### src/rtl/nibble_sub_pkg.sv
// Shared definitions for the nibble-serial subtractor.
//   NIB_W        - width of one processed digit (4 bits)
//   sub_state_t  - controller states IDLE / RUN / DONE
//   num_nibbles  - number of digits in an operand of the given width
package nibble_sub_pkg;

    localparam int NIB_W = 4;

    typedef enum logic [1:0] {
        IDLE,
        RUN,
        DONE
    } sub_state_t;

    function automatic int num_nibbles(input int width);
        return width / NIB_W;
    endfunction

endpackage

### src/rtl/nibble_serial_subtractor_sub4.sv
// One 4-bit subtract-with-borrow cell, purely combinational.
// Ports:
//   a, b  - minuend / subtrahend digit
//   bin   - borrow in from the less significant digit
//   d     - difference digit (a - b - bin mod 16)
//   bout  - borrow out, set when a < b + bin
module sub4 (
    input  logic [3:0] a,
    input  logic [3:0] b,
    input  logic       bin,
    output logic [3:0] d,
    output logic       bout
);

    logic [4:0] t;

    // Computed one bit wider: a negative result wraps to 5'b1xxxx,
    // so the top bit is the borrow out.
    assign t    = {1'b0, a} - {1'b0, b} - {4'b0000, bin};
    assign d    = t[3:0];
    assign bout = t[4];

endmodule

### src/rtl/nibble_serial_subtractor.sv
// Serial subtractor: diff = dataA - dataB (mod 2^WIDTH), one nibble per
// clock, LSB nibble first, with a valid/ready handshake on each side.
// Ports:
//   clk, rst_n          - clock, asynchronous active-low reset
//   dataA, dataB        - minuend / subtrahend, sampled on the accept edge
//   in_valid, in_ready  - operand handshake (ready only in IDLE)
//   diff, borrow        - result and final borrow (dataA < dataB unsigned)
//   out_valid, out_ready- result handshake (valid only in DONE)
// Build option: define NIBBLE_SUB_SAT_EN to make diff read as 0 in DONE
// whenever the final borrow is set (unsigned saturation).
module nibble_serial_subtractor
    import nibble_sub_pkg::*;
#(
    parameter int WIDTH = 16
) (
    input  logic             clk,
    input  logic             rst_n,
    input  logic [WIDTH-1:0] dataA,
    input  logic [WIDTH-1:0] dataB,
    input  logic             in_valid,
    output logic             in_ready,
    output logic [WIDTH-1:0] diff,
    output logic             borrow,
    output logic             out_valid,
    input  logic             out_ready
);

    localparam int NN    = num_nibbles(WIDTH);
    localparam int IDX_W = (NN > 1) ? $clog2(NN) : 1;

    sub_state_t       state_q, state_d;
    logic [WIDTH-1:0] a_q, b_q, diff_q;
    logic             brw_q;
    logic [IDX_W-1:0] idx_q;

    logic       accept, last_nib;
    logic [3:0] a_nib, b_nib, d_nib;
    logic       bout;

    assign accept   = (state_q == IDLE) && in_valid;
    assign last_nib = (idx_q == IDX_W'(NN - 1));

    assign a_nib = a_q[idx_q*NIB_W +: NIB_W];
    assign b_nib = b_q[idx_q*NIB_W +: NIB_W];

    sub4 u_sub4 (
        .a    (a_nib),
        .b    (b_nib),
        .bin  (brw_q),
        .d    (d_nib),
        .bout (bout)
    );

    always_ff @(posedge clk or negedge rst_n) begin
        if (!rst_n) state_q <= IDLE;
        else        state_q <= state_d;
    end

    always_comb begin
        state_d = state_q;
        case (state_q)
            IDLE:    if (in_valid)  state_d = RUN;
            RUN:     if (last_nib)  state_d = DONE;
            DONE:    if (out_ready) state_d = IDLE;
            default:                state_d = IDLE;
        endcase
    end

    // Operands are held in private copies so the caller may change the
    // inputs as soon as the accept edge has passed.
    always_ff @(posedge clk or negedge rst_n) begin
        if (!rst_n) begin
            a_q    <= '0;
            b_q    <= '0;
            diff_q <= '0;
            brw_q  <= 1'b0;
            idx_q  <= '0;
        end else if (accept) begin
            a_q   <= dataA;
            b_q   <= dataB;
            brw_q <= 1'b0;
            idx_q <= '0;
        end else if (state_q == RUN) begin
            diff_q[idx_q*NIB_W +: NIB_W] <= d_nib;
            brw_q                        <= bout;
            idx_q                        <= last_nib ? '0 : idx_q + IDX_W'(1);
        end
    end

    assign in_ready  = (state_q == IDLE);
    assign out_valid = (state_q == DONE);
    // After the MSB nibble the running borrow is the final borrow.
    assign borrow    = brw_q;

`ifdef NIBBLE_SUB_SAT_EN
    assign diff = ((state_q == DONE) && brw_q) ? '0 : diff_q;
`else
    assign diff = diff_q;
`endif

endmodule

### config.mk
export PLATFORM = sky130hd
export DESIGN_NAME = nibble_serial_subtractor
export DESIGN_NICKNAME = d
export VERILOG_FILES = /design/src/rtl/nibble_sub_pkg.sv /design/src/rtl/nibble_serial_subtractor_sub4.sv /design/src/rtl/nibble_serial_subtractor.sv
export SDC_FILE = /design/constraint.sdc
export NUM_CORES = 1
export LEC_CHECK = 0
export ABC_AREA = 1
export CELL_PAD_IN_SITES_DETAIL_PLACEMENT = 0
export CELL_PAD_IN_SITES_GLOBAL_PLACEMENT = 1
export CORE_UTILIZATION = 40
export DETAILED_ROUTE_END_ITERATION = 6
export PLACE_DENSITY = 0.81
export RECOVER_POWER = 25
export SLEW_MARGIN = 5
export SYNTH_ARGS = -nofsm -noshare
export SYNTH_HDL_FRONTEND = slang
export SYNTH_SLANG_ARGS = --single-unit
### constraint.sdc
create_clock -name clk -period 3.3 [get_ports clk]
set_input_delay 0.66 -clock clk [delete_from_list [all_inputs] [get_ports clk]]
set_output_delay 0.66 -clock clk [all_outputs]
set_load 0.005 [all_outputs]
Word level (Yosys, flattened, before mapping)

Cells that the tools add are included.
Widths: inputs -> output; s select.

Add/sub/neg operators: 4
Eq/ne operators: 6
Shifts and indexed selects: 4
Multiplexer cells: 10
Bitwise logic cells: 1
Reduce and logical (&&, ||, !) cells: 5

Operators with widths:

| operator                | number |
|---|---|
| $neg 4->34              | 1 |
| $shift 4x34->16 const A | 1 |
| $shiftx 4x34->16        | 1 |
| $shiftx 16x5->4         | 2 |
| $bwmux 16               | 1 |
| $mux 2                  | 6 |
| $pmux 2 s3              | 1 |
| $sub 4x4->5             | 1 |
| $sub 5x1->5             | 1 |
| $eq 2x2->1 const B      | 2 |
| $ne 2x2->1 const B      | 2 |
| $reduce_and 3->1        | 1 |
| $add 2x1->2 const B     | 1 |
| $eq 2x1->1 const B      | 1 |
| $logic_not 2->1         | 1 |
| $mux 1                  | 2 |
| $ne 2x1->1 const B      | 1 |
| $reduce_and 2->1        | 1 |
| $reduce_bool 2->1       | 1 |
| $logic_and 1x1->1       | 1 |
| $not 1->1               | 1 |

Register bits after elaboration: 53
Input bits: 36
Output and inout port bits: 19
Logic and storage cells: 36

Longest topological paths before layout

Gate-level depths: netlist of run 1.

Depth in word-level cells: 5
Depth in mapped cells: 14
Gate-level depth less buffers: 12

Hierarchy

From an unflattened synthesis of run 1, not the netlist that was laid out.

Cells, all modules: 369
Area total of the unflattened synthesis: 2850.2 µm²

By module, submodules not included:

| module                   | instances | cells each | area each (µm²) | sequential area each (µm²) |
|---|---|---|---|---|
| nibble_serial_subtractor | 1         | 334        | 2620.0          | 1326.3 |
| sub4                     | 1         | 35         | 230.2           | 0.0 |

Worst setup path before layout of run 1

Ideal clock, no wire load.

Path type: flip-flop to flip-flop
Start: register idx_q[1]
End: register diff_q[14], in the netlist diff[14]
Library setup time: 0.083 ns
Data arrival time: 2.290 ns
Data required time: 3.217 ns
Slack: 0.928 ns
Stages on the path, launching flop included: 13
Path buffers: 1
Period minus slack after synthesis: 2.372 ns
Cell sequence: dfrtp_1 inv_1 clkbuf_1 o21ai_0 o22ai_1 fa_1 inv_1 fa_1 xor2_1 inv_1 nor2_1 nand2_1 o21ai_0

Cells in the longest elaborated chain, start to end: 5
Elaborated cells on any way between the ends: 8
Classes of those cells: 3 x add/sub; 4 x shift; 1 x mux

RTL lines:

| item                               | RTL line                                                       | RTL |
|---|---|---|
| start, declared                    | nibble_serial_subtractor.sv:34                                 | `logic [IDX_W-1:0] idx_q;` |
| start signal, assigned             | nibble_serial_subtractor.sv:86                                 | `idx_q <= last_nib ? '0 : idx_q + IDX_W'(1);` |
| $shiftx 16x5->4 (on tied branches) | nibble_serial_subtractor.sv:43, nibble_serial_subtractor.sv:44 |  |
| $sub 4x4->5                        | nibble_serial_subtractor_sub4.sv:19                            | `assign t = {1'b0, a} - {1'b0, b} - {4'b0000, bin};` |
| $sub 5x1->5                        | nibble_serial_subtractor_sub4.sv:19                            |  |
| $shiftx 4x34->16                   | nibble_serial_subtractor.sv:84                                 | `diff_q[idx_q*NIB_W +: NIB_W] <= d_nib;` |
| $bwmux 16 (*)                      | nibble_serial_subtractor.sv:84                                 |  |
| end signal, assigned by index      | nibble_serial_subtractor.sv:84                                 |  |
| end, declared                      | nibble_serial_subtractor.sv:32                                 | `logic [WIDTH-1:0] a_q, b_q, diff_q;` |

Mark *: on every way between the ends. The rest lies on a longest branch, timed or not.
A chain may end at the register's enable or synchronous reset.

Worst setup path after layout of run 1

Start: register idx_q[0]
End: register diff_q[14], in the netlist diff[14]

Same word-level chain as after synthesis.

==> results of run 1 <==
[worst max-delay path, cell delays in order, from the launching register on]
cell                      delay, ns
sky130_fd_sc_hd__dfrtp_1       0.75
sky130_fd_sc_hd__inv_4         0.21
sky130_fd_sc_hd__o21ai_0       0.20
sky130_fd_sc_hd__o22ai_1       0.12
sky130_fd_sc_hd__fa_1          0.39
sky130_fd_sc_hd__inv_1         0.11
sky130_fd_sc_hd__fa_1          0.22
sky130_fd_sc_hd__xor2_1        0.15
sky130_fd_sc_hd__inv_1         0.06
sky130_fd_sc_hd__nor2_1        0.13
sky130_fd_sc_hd__nand2_1       0.08
sky130_fd_sc_hd__o21ai_0       0.18
[layout by cell type, fill, tap and decap left out]
cell,instances
sky130_fd_sc_hd__o21ai_0,19
sky130_fd_sc_hd__a21oi_1,5
sky130_fd_sc_hd__nand4_1,2
sky130_fd_sc_hd__fa_1,2
sky130_fd_sc_hd__nor3_2,1
sky130_fd_sc_hd__o21ai_1,1
sky130_fd_sc_hd__and2_1,1
sky130_fd_sc_hd__a22o_1,2
sky130_fd_sc_hd__clkbuf_8,6
sky130_fd_sc_hd__nor3_1,1
sky130_fd_sc_hd__a32o_1,4
sky130_fd_sc_hd__nor2_4,1
sky130_fd_sc_hd__nor2_1,13
sky130_fd_sc_hd__xor2_1,1
sky130_fd_sc_hd__ha_1,10
sky130_fd_sc_hd__nand2_1,46
sky130_fd_sc_hd__nand3_1,10
sky130_fd_sc_hd__mux2_2,5
sky130_fd_sc_hd__bufinv_16,1
sky130_fd_sc_hd__clkdlybuf4s50_1,53
sky130_fd_sc_hd__inv_1,20
sky130_fd_sc_hd__mux2_4,27
sky130_fd_sc_hd__nor2_2,1
sky130_fd_sc_hd__buf_4,1
sky130_fd_sc_hd__o21bai_1,1
sky130_fd_sc_hd__inv_4,1
sky130_fd_sc_hd__nand2_4,1
sky130_fd_sc_hd__dfrtp_1,53
sky130_fd_sc_hd__o22ai_1,4
sky130_fd_sc_hd__clkbuf_1,3
[cell families (layout without fill, tap and decap cells)]
family | count (synthesis) | in the layout | share of synthesized area (%)
compound gates | 36 | 36 | 8.11
buf+inv | 29 | 85 | 5.42
mux | 32 | 32 | 17.4
flops | 53 | 53 | 50.0
fa+ha+maj | 12 | 12 | 6.22
simple gates | 77 | 77 | 12.6
xor+xnor | 1 | 1 | 0.330
[metrics by stage]
stage	cell area, um2	util (%)	setup WS, ns	cells	hold WS (ns)
global route	3350	52.5	0.190	373	0.524
floorplan	2660	-	0.928	240	0.364
CTS	3360	52.5	0.580	373	0.377
global placement	3240	50.7	0.742	365	0.471
detailed placement	3240	50.7	0.608	365	0.473
finish	3350	52.5	0.602	373	0.487
[routing by layer]
metal	wire length, um	up-vias
li1	-	916
met3	160	6
met4	44	0
met1	2470	857
met5	0	-
met2	2520	42
[cell usage after synthesis]
cell type                   n  share of area (%)
sky130_fd_sc_hd__nor2_1    13                1.8
sky130_fd_sc_hd__nor3_2     1               0.38
sky130_fd_sc_hd__a21oi_1    5               0.94
sky130_fd_sc_hd__xor2_1     1               0.33
sky130_fd_sc_hd__dfrtp_1   53                 50
sky130_fd_sc_hd__a22o_1     2               0.66
sky130_fd_sc_hd__buf_2      2               0.38
sky130_fd_sc_hd__o21ai_0   19                3.6
sky130_fd_sc_hd__nor2_2     1               0.24
sky130_fd_sc_hd__nand2_4    1               0.42
sky130_fd_sc_hd__nor3_1     1               0.19
sky130_fd_sc_hd__clkbuf_1   2               0.28
sky130_fd_sc_hd__fa_1       2                1.5
sky130_fd_sc_hd__a32o_1     4                1.5
sky130_fd_sc_hd__o21ai_1    1               0.19
sky130_fd_sc_hd__inv_4      1               0.24
sky130_fd_sc_hd__o22ai_1    4               0.94
sky130_fd_sc_hd__nand4_1    2               0.47
sky130_fd_sc_hd__and2_1     1               0.24
sky130_fd_sc_hd__o21bai_1   1               0.28
sky130_fd_sc_hd__mux2_2     5                2.1
sky130_fd_sc_hd__mux2_4    27                 15
sky130_fd_sc_hd__nor2_4     1               0.42
sky130_fd_sc_hd__buf_6      4                1.7
sky130_fd_sc_hd__nand3_1   10                1.9
sky130_fd_sc_hd__nand2_1   46                6.5
sky130_fd_sc_hd__inv_1     20                2.8
sky130_fd_sc_hd__ha_1      10                4.7
[power by group]
group,internal (W),switching (W),leakage (nW)
logic,0.000938,0.000976,0.874
registers,0.000943,0.000232,0.658
clock network,0.000247,0.000201,0.0585
[layout make-up]
type	instances	area [um2]	area share [%]
inverters	21	81.3	2.43
repair buffers	56	546	16.3
clock buffers	7	86.3	2.58
flip-flops and latches	53	1330	39.6
multi-input cells	158	1180	35.4
well taps	77	96.3	2.88
clock inverters	1	30.0	0.896
[flip-flops by register name (all words and copies together) (netlist names)]
| signal | flops |
|---|---|
| diff | 16 |
| b_q | 16 |
| idx_q | 2 |
| borrow | 1 |
| state_q | 2 |
| a_q | 16 |
[final timing paths]
check / from / slack [ns] / endpoint / depth (start not counted)
min reg2reg: diff[12] / 0.49 / diff[12] / 2
min: diff[12] / 0.49 / diff[12] / 2
max reg2reg: idx_q[0] / 0.60 / diff[14] / 11
min in group asynchronous: rst_n / 0.69 / diff[4] / 1
max: idx_q[0] / 0.60 / diff[14] / 11
max in group asynchronous: rst_n / 0.72 / a_q[15] / 2
==> impl_metrics.py, run 1 <==
metrics = {
    "detailed_routing": {
        "first_iter_violations": 113,
        "detail_route.wirelength_um": 5200,
        "routed-via-count": 1821,
        "post_drt_via_cell_ratio": 4.88,
        "wire_per_inst_um": 13.9,
        "drt_pre_antenna_iters": 4,
        "drc_errors": 0,
        "route.antenna.remaining_nets": 0,
    },
    "placed_design": {
        "finalWeightedCongestion": 0.835,
        "io_buffers": 54,
        "dpl.hpwl_um": 4010,
    },
    "setup_path": {
        "critical_path.max_fanout": 21,
        "critical_path_class": "flip-flop to flip-flop",
        "start_kind": "flip-flop",
        "critical_path_required_ns": 3.52,
        "cp_data_arrival_time_ns": 2.92,
        "critPathCaptureType": "flip-flop",
    },
    "logic_synthesis": {
        "ys_seq_area_share_pct": 50.0,
        "post_synth_inst_count": 240,
        "avg_synthesized_cell_area_um2": 11.1,
        "synth_cell_types": 28,
        "synth.ff_latch_count": 53,
        "ys.warnings.count": 0,
        "syn-cell-area_mm2": 0.00266,
        "mappedNetlistNets": 288,
    },
    "layout": {
        "layout-drive-gt1-share_pct": 15.2,
        "antenna_cells": 0,
        "layout.nets": 343,
        "nFillCells": 595,
        "layout-area-overhead-vs-synth_pct": 26.2,
    },
    "power_and_ir_drop": {
        "pd_cells_mw_per_mm2": 1060,
        "p_total_w": 0.00354,
        "max-vdd-ir-drop_uv": 438,
        "total_leakage_power_nw": 1.59,
    },
    "global_routing": {
        "grt-busiest-layer": "met2",
        "grt_antenna_before_repair": 0,
        "grt_overflow": 0,
        "grt.total_usage_pct": 16.3,
        "grtUsageMet2_pct": 26.2,
        "use_met1_pct": 22.0,
        "groute.layer.met3.usage_pct": 3.56,
        "largest_net_degree_at_the_start_of_global_routing": 36,
        "grt_first_pass_wirelength_um": 8960,
        "first_global_vias": 1873,
    },
    "status": {
        "status": "finished clean",
    },
    "sta": {
        "final.setup_skew_ns": 0.00290,
        "final-max-slew-violation-count": 0,
        "max_slew.worst_pin.slew_ns": 1.47,
        "fin_crit_ns": 2.70,
        "timing.final.crit_share_pct": 81.8,
        "unrepaired_setup_endpoints_after_global_routing": "false",
        "fmax_ghz": 0.371,
        "timing.final.setup_violations": 0,
        "final_hold_viol_count": 0,
        "max-slew-margin-rel_pct": 2.26,
        "setup_tns_after_final_layout_ns": 0,
    },
    "clocking": {
        "clockRootBuffer": "sky130_fd_sc_hd__clkbuf_8",
        "cts_tree": "yes",
        "cts_hold_buffers": 0,
        "cts.sink_count": 53,
        "clock_slew_at_reported_path_ffs_ns": 0.09,
        "ctsHtreeMaxLevel": 2,
        "clkLatencyLatePin_ns": 0.30,
        "ctsLongestPathBuffers": 2,
        "numCtsBuffers": 5,
        "cts_setup_buffers": 0,
        "post_cts.resized_instances": 0,
    },
    "die": {
        "chipHeight_um": 83.5,
        "ios": 55,
        "die_w_um": 83.5,
        "initial_core_util_pct": 41.6,
        "die_area_mm2": 0.00697,
        "coreArea_mm2": 0.00639,
        "rows": 29,
    },
    "run": {
        "drv_cap": 0,
    },
    "hold_path": {
        "timing.hold.worst.class": "flip-flop to flip-flop",
    },
}
Note: power is estimated with default switching activity, not from simulation.
==> run 2: changes to the inputs <==
==> constraint.sdc (replaced) <==
create_clock -name clk -period 2.53 [get_ports clk]
set_input_delay 0.506 -clock clk [delete_from_list [all_inputs] [get_ports clk]]
set_output_delay 0.506 -clock clk [all_outputs]
set_load 0.005 [all_outputs]
==> run 2 against run 1 <==
Against the previous run:
- sequential power up 27%
- critical path type unchanged
- wire length up 0.79%
- highest routed layer unchanged
- first-iteration DRC count down 43%
- global-route usage up 0.096 points
- setup slack worse by 0.38 ns
- via count up 2.8%
- clock skew up 0.0034 ns
- fmax up 17%
==> impl_metrics.py, run 2 (synthesis results as in run 1) <==
metrics = {
    "placed_design": {
        "dpl.hpwl_um": 4040,
        "io_buffers": 54,
        "dpl_worst_slack_ns": 0.0963,
        "finalWeightedCongestion": 0.843,
        "placedCellCount": 370,
    },
    "clocking": {
        "clockRootBuffer": "sky130_fd_sc_hd__clkbuf_8",
        "clock_slew_at_reported_path_ffs_ns": 0.09,
        "cts_tree": "yes",
        "ctsHtreeMaxLevel": 2,
        "cts.sink_count": 53,
        "clkLatencyLatePin_ns": 0.30,
        "numCtsBuffers": 5,
        "ctsLongestPathBuffers": 2,
    },
    "global_routing": {
        "grt_antenna_before_repair": 0,
        "largest_net_degree_at_the_start_of_global_routing": 36,
        "grt_first_pass_wirelength_um": 9070,
        "grt.total_usage_pct": 16.3,
        "first_global_vias": 1886,
        "grt_overflow": 0,
    },
    "die": {
        "die_w_um": 83.5,
        "rows": 29,
        "initial_core_util_pct": 41.6,
        "coreArea_mm2": 0.00639,
        "ios": 55,
        "die_area_mm2": 0.00697,
        "chipHeight_um": 83.5,
    },
    "setup_path": {
        "worst-path-buf-inv": 3,
        "critPathCaptureType": "flip-flop",
        "critical_path_class": "flip-flop to flip-flop",
        "cp_slowest_stage_delay_ns": 0.47,
        "critical_path.max_fanout": 5,
        "cp_data_arrival_time_ns": 2.53,
        "start_kind": "flip-flop",
        "critical_path_required_ns": 2.75,
        "critPathSlowestCell": "sky130_fd_sc_hd__dfrtp_2",
        "critical_path.top_delay_family": "adder cells",
        "crit_chain": "buf_4 -> o21ai_0 -> o22ai_1 -> fa_1 -> inv_1 -> fa_1 -> xor2_1 -> inv_1 -> nor2_2 -> nand2_1 -> o21ai_0",
    },
    "power_and_ir_drop": {
        "max-vdd-ir-drop_uv": 688,
        "pd_cells_mw_per_mm2": 1360,
        "total_leakage_power_nw": 1.61,
    },
    "sta": {
        "final.setup_skew_ns": 0.00628,
        "max-slew-margin-rel_pct": 7.01,
        "final_hold_viol_count": 0,
        "final-max-slew-violation-count": 0,
        "fin_crit_ns": 2.31,
        "timing.final.crit_share_pct": 91.3,
        "setup_tns_after_final_layout_ns": 0,
        "unrepaired_setup_endpoints_after_global_routing": "false",
        "fin_hold_ws_ns": 0.491,
        "fin_worst_setup_slack_ns": 0.220,
        "fmax_ghz": 0.433,
        "max_slew.worst_pin.slew_ns": 1.39,
        "timing.final.setup_violations": 0,
    },
    "detailed_routing": {
        "post_drt_via_cell_ratio": 4.93,
        "route.antenna.remaining_nets": 0,
        "first_iter_violations": 64,
        "drc_errors": 0,
        "wire_per_inst_um": 13.8,
        "routed-via-count": 1872,
        "detail_route.wirelength_um": 5240,
        "drt_pre_antenna_iters": 5,
    },
    "run": {
        "drv_cap": 0,
    },
    "layout": {
        "layout.cells.most_common_list": "sky130_fd_sc_hd__clkdlybuf4s50_1, sky130_fd_sc_hd__dfrtp_1, sky130_fd_sc_hd__nand2_1, sky130_fd_sc_hd__mux2_4, sky130_fd_sc_hd__inv_1",
        "nFillCells": 589,
        "antenna_cells": 0,
        "layout.nets": 350,
        "most_common_cell_after_layout_fill_and_taps_aside": "sky130_fd_sc_hd__clkdlybuf4s50_1",
        "layoutNonFillerInstCount": 380,
        "multiInputGateArea_mm2": 0.00119,
        "layout-drive-gt1-share_pct": 17.8,
        "sequential_cell_area_mm2": 0.00133,
        "layout-area-overhead-vs-synth_pct": 27.1,
    },
    "hold_path": {
        "timing.hold.worst.class": "flip-flop to flip-flop",
    },
    "status": {
        "status": "finished clean",
    },
}
[run 2: per-stage QoR]
step	util, %	total power [W]	instance area, um2
global route	52.8	0.00501	3370
detailed placement	51.5	0.00410	3290
global placement	51.5	0.00407	3290
floorplan	-	0.00332	2660
finish	52.8	0.00458	3370
CTS	52.8	0.00457	3370
[run 2: cell type report]
type	instances	share of cell area [%]
Sequential cell	53	39.3
Multi-Input combinational cell	158	35.2
Timing Repair Buffer	63	17.8
Tap cell	77	2.86
Inverter	21	2.48
Clock buffer	8	2.37
[run 2: worst paths after layout]
check	from	to	slack, ns	depth (start not counted)
min in group asynchronous	rst_n	diff[3]	0.50	1
worst min register to register	diff[15]	diff[15]	0.49	2
worst max-delay path	idx_q[0]	diff[14]	0.22	11
worst max register to register	idx_q[0]	diff[14]	0.22	11
max in group asynchronous	rst_n	a_q[4]	0.70	2
worst min-delay path	diff[15]	diff[15]	0.49	2
[run 2: worst min-delay path, cell delays in order (launching register included)]
cell                      delay, ns
sky130_fd_sc_hd__dfrtp_1       0.35
sky130_fd_sc_hd__nand2_1       0.05
sky130_fd_sc_hd__nand2_1       0.06
[run 2: metal layers]
metal / global-route usage, % / share of wire [%] / up-vias
met1: 22.3 / 47 / 879
met5: 0 / 0 / -
met4: 5.08 / 1.5 / 0
met3: 3.46 / 3.7 / 12
li1: - / - / 928
met2: 26.3 / 47 / 53
[run 2: power breakdown]
part	switching (W)	internal, W	total, W
Clock	0.000264	0.000197	0.000461
Sequential	0.000263	0.00123	0.00149
Combinational	0.00133	0.00130	0.00263
Total	0.00185	0.00273	0.00458
[run 2: what timing repair did]
item / in CTS / in global routing
resized for setup: 0 / 5
setup endpoints to repair: 0 / 11
hold buffers: 0 / 0
setup buffers: 0 / 2
